### config.mk
export PLATFORM = sky130hd
export DESIGN_NAME = eda_output_reader
export DESIGN_NICKNAME = d
export VERILOG_FILES = /design/src/rtl/eda_output_reader.sv
export SDC_FILE = /design/constraint.sdc
export NUM_CORES = 1
export LEC_CHECK = 0
export CORE_MARGIN = 2
export CORE_UTILIZATION = 47
export DETAILED_ROUTE_END_ITERATION = 10
export PLACE_DENSITY = 0.79
export SLEW_MARGIN = 20
export SYNTH_ARGS = -nofsm -noshare
export SYNTH_HDL_FRONTEND = slang
export SYNTH_SLANG_ARGS = --single-unit
### constraint.sdc
create_clock -name clk -period 1.7 [get_ports clk]
set_clock_uncertainty 0.1 [all_clocks]
set_input_delay 0.34 -clock clk [delete_from_list [all_inputs] [get_ports clk]]
set_output_delay 0.34 -clock clk [all_outputs]
set_load 0.01 [all_outputs]
### src/rtl/eda_output_reader.sv
// Streams a snapshot of the M x N flag matrix row-major, BEAT_WIDTH bits per beat.
// Latency: first beat is valid the cycle after start; one beat per cycle with a ready sink.
// Backpressure: beats hold stable while out_ready is low. ones_count needs EDA_OUT_READER_COUNT_EN.
`ifndef CFG_M
`define CFG_M 4
`endif
`ifndef CFG_N
`define CFG_N 5
`endif

module eda_output_reader #(
    parameter int M          = `CFG_M,
    parameter int N          = `CFG_N,
    parameter int BEAT_WIDTH = 8,
    localparam int MN         = M * N,
    localparam int NUM_BEATS  = (MN + BEAT_WIDTH - 1) / BEAT_WIDTH,
    localparam int BEAT_IDX_W = (NUM_BEATS > 1) ? $clog2(NUM_BEATS) : 1,
    localparam int CNT_W      = $clog2(MN + 1)
) (
    input  logic                  clk,
    input  logic                  reset_n,
    input  logic                  start,
    input  logic                  abort,
    input  logic [MN-1:0]         matrix_in,
    output logic                  out_valid,
    input  logic                  out_ready,
    output logic [BEAT_WIDTH-1:0] out_data,
    output logic                  out_last,
    output logic [BEAT_IDX_W-1:0] out_index,
    output logic                  busy,
    output logic                  done,
    output logic [CNT_W-1:0]      ones_count
);

    localparam int TOT = NUM_BEATS * BEAT_WIDTH;
    localparam logic [BEAT_IDX_W-1:0] LAST_IDX = BEAT_IDX_W'(NUM_BEATS - 1);

    typedef enum logic {IDLE, STREAM} state_t;

    state_t state, state_n;
    logic [MN-1:0]         snap;
    logic [BEAT_IDX_W-1:0] next_idx;
    logic                  load, fire, finish;

    // Bits past the end of the matrix read as zero, which pads the last beat.
    function automatic logic [BEAT_WIDTH-1:0] beat_of(input logic [MN-1:0] v,
                                                      input logic [BEAT_IDX_W-1:0] k);
        logic [TOT-1:0] p;
        p = '0;
        p[MN-1:0] = v;
        return p[k*BEAT_WIDTH +: BEAT_WIDTH];
    endfunction

    assign out_valid = (state == STREAM);
    assign busy      = (state == STREAM);
    assign next_idx  = out_index + BEAT_IDX_W'(1);

    always_ff @(posedge clk or negedge reset_n) begin
        if (!reset_n) state <= IDLE;
        else          state <= state_n;
    end

    always_comb begin
        state_n = state;
        load    = 1'b0;
        fire    = 1'b0;
        finish  = 1'b0;
        if (abort) begin
            state_n = IDLE;
        end else begin
            case (state)
                IDLE: begin
                    if (start) begin
                        state_n = STREAM;
                        load    = 1'b1;
                    end
                end
                STREAM: begin
                    if (out_ready) begin
                        fire = 1'b1;
                        if (out_last) begin
                            state_n = IDLE;
                            finish  = 1'b1;
                        end
                    end
                end
                default: state_n = IDLE;
            endcase
        end
    end

    always_ff @(posedge clk or negedge reset_n) begin
        if (!reset_n) begin
            snap      <= '1;
            out_data  <= '0;
            out_index <= '0;
            out_last  <= 1'b0;
            done      <= 1'b0;
        end else begin
            done <= finish;
            if (abort) begin
                out_last <= 1'b0;
            end else if (load) begin
                snap      <= matrix_in;
                out_index <= '0;
                out_data  <= beat_of(matrix_in, '0);
                out_last  <= (NUM_BEATS == 1);
            end else if (fire) begin
                if (out_last) begin
                    out_last <= 1'b0;
                    out_data <= '0;
                end else begin
                    out_index <= next_idx;
                    out_data  <= beat_of(snap, next_idx);
                    out_last  <= (next_idx == LAST_IDX);
                end
            end
        end
    end

`ifdef EDA_OUT_READER_COUNT_EN
    function automatic logic [CNT_W-1:0] popcount(input logic [BEAT_WIDTH-1:0] b);
        logic [CNT_W-1:0] s;
        s = '0;
        for (int t = 0; t < BEAT_WIDTH; t++) s = s + CNT_W'(b[t]);
        return s;
    endfunction

    // Padding bits are zero, so counting whole beats never over-counts.
    always_ff @(posedge clk or negedge reset_n) begin
        if (!reset_n)  ones_count <= '0;
        else if (load) ones_count <= '0;
        else if (fire) ones_count <= ones_count + popcount(out_data);
    end
`else
    assign ones_count = '0;
`endif

endmodule

==> impl_results.md <==
- Status: completed
- Die width: 62.1 um
- CTS root buf: clkbuf_4
- Placed insts: 260
- Worst-path clk slew: 100 ps
- Min Hold Slack: 254 ps
- Critical Path Slowest Stage Cell: clkdlybuf4s50_1
- Post-synth EDFFs: 0
- Number of synthesized register bits: 33
- Ports: 44
- Num CTS Buffers: 5
- Post-Synthesis Cell Area: 1590 sq um
- CP Cell Sequence: clkdlybuf4s50_1
- Tmin final: 1640 ps
- Initial antenna violation count: 0
- Finished Cell Area: 2230 sq um
- Placed inst area: 2140 sq um
- Nets: 250
- Core Box Area: 3280 sq um
- Worst-skew pair later-pin latency: 340 ps
- PD cells: 972 nW/um^2
- Vias/cell: 4.99
- Hpwl dp: 2660 um
- Remaining antenna violation count after routing: 0
- Max Freq: 609 MHz
- H-tree depth: 2
- Routed wire length: 3680 um
- CTS tree: done
- CTS sink count: 33
- Area of the die: 3860 sq um
- Worst Path Arrival: 1200 ps
- Register area share after synthesis: 0.536
- Clock Power Share: 0.232
- Post-synth ARST share: 1.00
- Final Hold Fails: 0
- Setup violators final: 0
- Count leader, synth: nand2_1
- Setup TNS: 0 ps
- Finished Layout Cells: 271
- DR iter-0 viols: 87
- Vias in the first global route: 1379
- Drt drc: 0
- DR WL/cell: 13.6 um
- Critical Path Max Stage Delay: 530 ps
- RSZ-0062 raised after global routing: no
- GRT Util Overall: 0.205
- CP Max Fanout: 1
- Antenna cells: 0
- Cells after Synth: 168
- Switching fraction of total power: 0.296
- Synth-to-layout area growth: 40.3%
- Routability cong.: 0.817
- Seq pwr share: 0.491
- Buffers on Ports: 38
- CP Class: reg2out
- Share of layout cells above drive strength 1: 0.253
- Die height: 62.1 um
- Overflow after GRT: 0
- Number of synthesis warnings: 0
- Maximum number of pins on one net before global-route repair: 34
- Global-route wire length before repair: 6180 um
- Worst path bufs/invs: 1
- Internal: 1.52 mW
- Average cell area after synthesis: 9.44 sq um
- Setup WS post-layout: 57.6 ps
- Cells taking the most area after synthesis: dfstp_2, dfrtp_1, nand2_1
- CTS max path bufs: 2
- Top cell type's share of synthesized area: 0.331
- NetSw: 0.641 mW
- Ys flop type: dfstp_2
- Top cell type by total area after synthesis: dfstp_2
- Post-synth top cells: nand2_1, dfstp_2, dfrtp_1
- Max-Cap Viols: 0
- Startpoint Class: register
- Hold WC Path Type: in2async
- Via count: 1351
- Req. time, crit path: 1260 ps
- Dpl ws: -82.9 ps
- Unique cell type count in the Yosys netlist: 28
- Fin. max-slew vios: 0
- Power, Total: 2.16 mW
- Max rail drop VDD: 0.512 mV
- Hold-fix buffers, CTS: 0
- Row count: 21
- Leakage: 1.08 nW
- Finished Core Util: 0.678
- 1st-pass router iterations: 4
- CP delay by family, top: buffers and inverters
- Combinational Power Share: 0.277
- Tcrit/Tclk final: 0.966
- Initial Util: 0.483
- CP endpoint kind: output pin
## worst paths after layout
kind                                     startpoint                  endpoint  slack [ps]  cells past startpoint
min in group clk                snap[0]$_DFFE_PN1P_       snap[0]$_DFFE_PN1P_         360                      2
worst max-delay path                 done$_DFF_PN0_                      done          60                      1
worst max register to register       busy$_DFF_PN0_   out_data[0]$_DFFE_PN0P_          90                      6
max in group asynchronous                   reset_n      snap[17]$_DFFE_PN1P_        1000                      2
worst min-delay path                        reset_n  out_index[1]$_DFFE_PN0P_         250                      2
worst min register to register  snap[0]$_DFFE_PN1P_       snap[0]$_DFFE_PN1P_         360                      2
## layer usage
layer | part of all wire | wire length [um] | GRT usage | vias to the layer above
met4 | 0.017 | 63 | 0.0694 | 0
met5 | 0 | 0 | 0 | -
li1 | - | - | - | 660
met2 | 0.51 | 1870 | 0.365 | 36
met3 | 0.054 | 198 | 0.0598 | 9
met1 | 0.42 | 1550 | 0.236 | 646
## state kept, by name, summed over array words and instances, names as in the netlist
signal     cells
done           1
out_data       8
out_last       1
out_index      2
snap          20
busy           1
## cell type report
cell class	count	area, sq um
Clock inverter	1	5.00
Inverter	2	7.51
Fill cell	277	1060
Sequential cell	33	852
Multi-Input combinational cell	122	652
Timing Repair Buffer	60	587
Tap cell	46	57.6
Clock buffer	7	65.1
## cell families (layout without fill, tap and decap cells)
kind of cell / Yosys count / in the layout / synth area share
simple gates: 81 / 81 / 0.225
flops: 33 / 33 / 0.536
compound gates: 27 / 27 / 0.116
buf+inv: 17 / 70 / 0.0623
mux: 8 / 8 / 0.0505
fa+ha+maj: 1 / 1 / 0.00789
other cells: 1 / 5 / 0.00236
## power groups by stage
stage	clock [mW]	combinational (mW)	sequential, mW
final	0.502	0.600	1.06
after global routing	0.550	0.664	1.08
after CTS	0.518	0.601	1.06
after detailed placement	0	0.629	1.08
after global placement	0	0.609	1.07
after floorplan	0	0.290	1.08
## cells in the final DEF, fill, tap and decap left out, types with 2 or more instances in the layout
cell	count
nand4_1	4
o21ai_1	3
mux2i_1	8
a21oi_1	5
dlygate4sd2_1	11
inv_1	2
dfrtp_1	12
dlymetal6s2s_1	2
nand2_1	66
a211o_1	4
clkbuf_4	5
nand3_1	3
buf_12	4
conb_1	5
o211ai_1	2
a22oi_1	2
buf_4	18
clkbuf_8	2
o21ai_0	8
o2111ai_2	2
clkdlybuf4s50_1	25
dfstp_2	20
## what timing repair did
item	in CTS	in global routing
setup endpoints to repair	13	3
buffers inserted	2	1
pin swaps	0	0
gates resized for setup	12	2
Power figures use the tool's default switching activity.
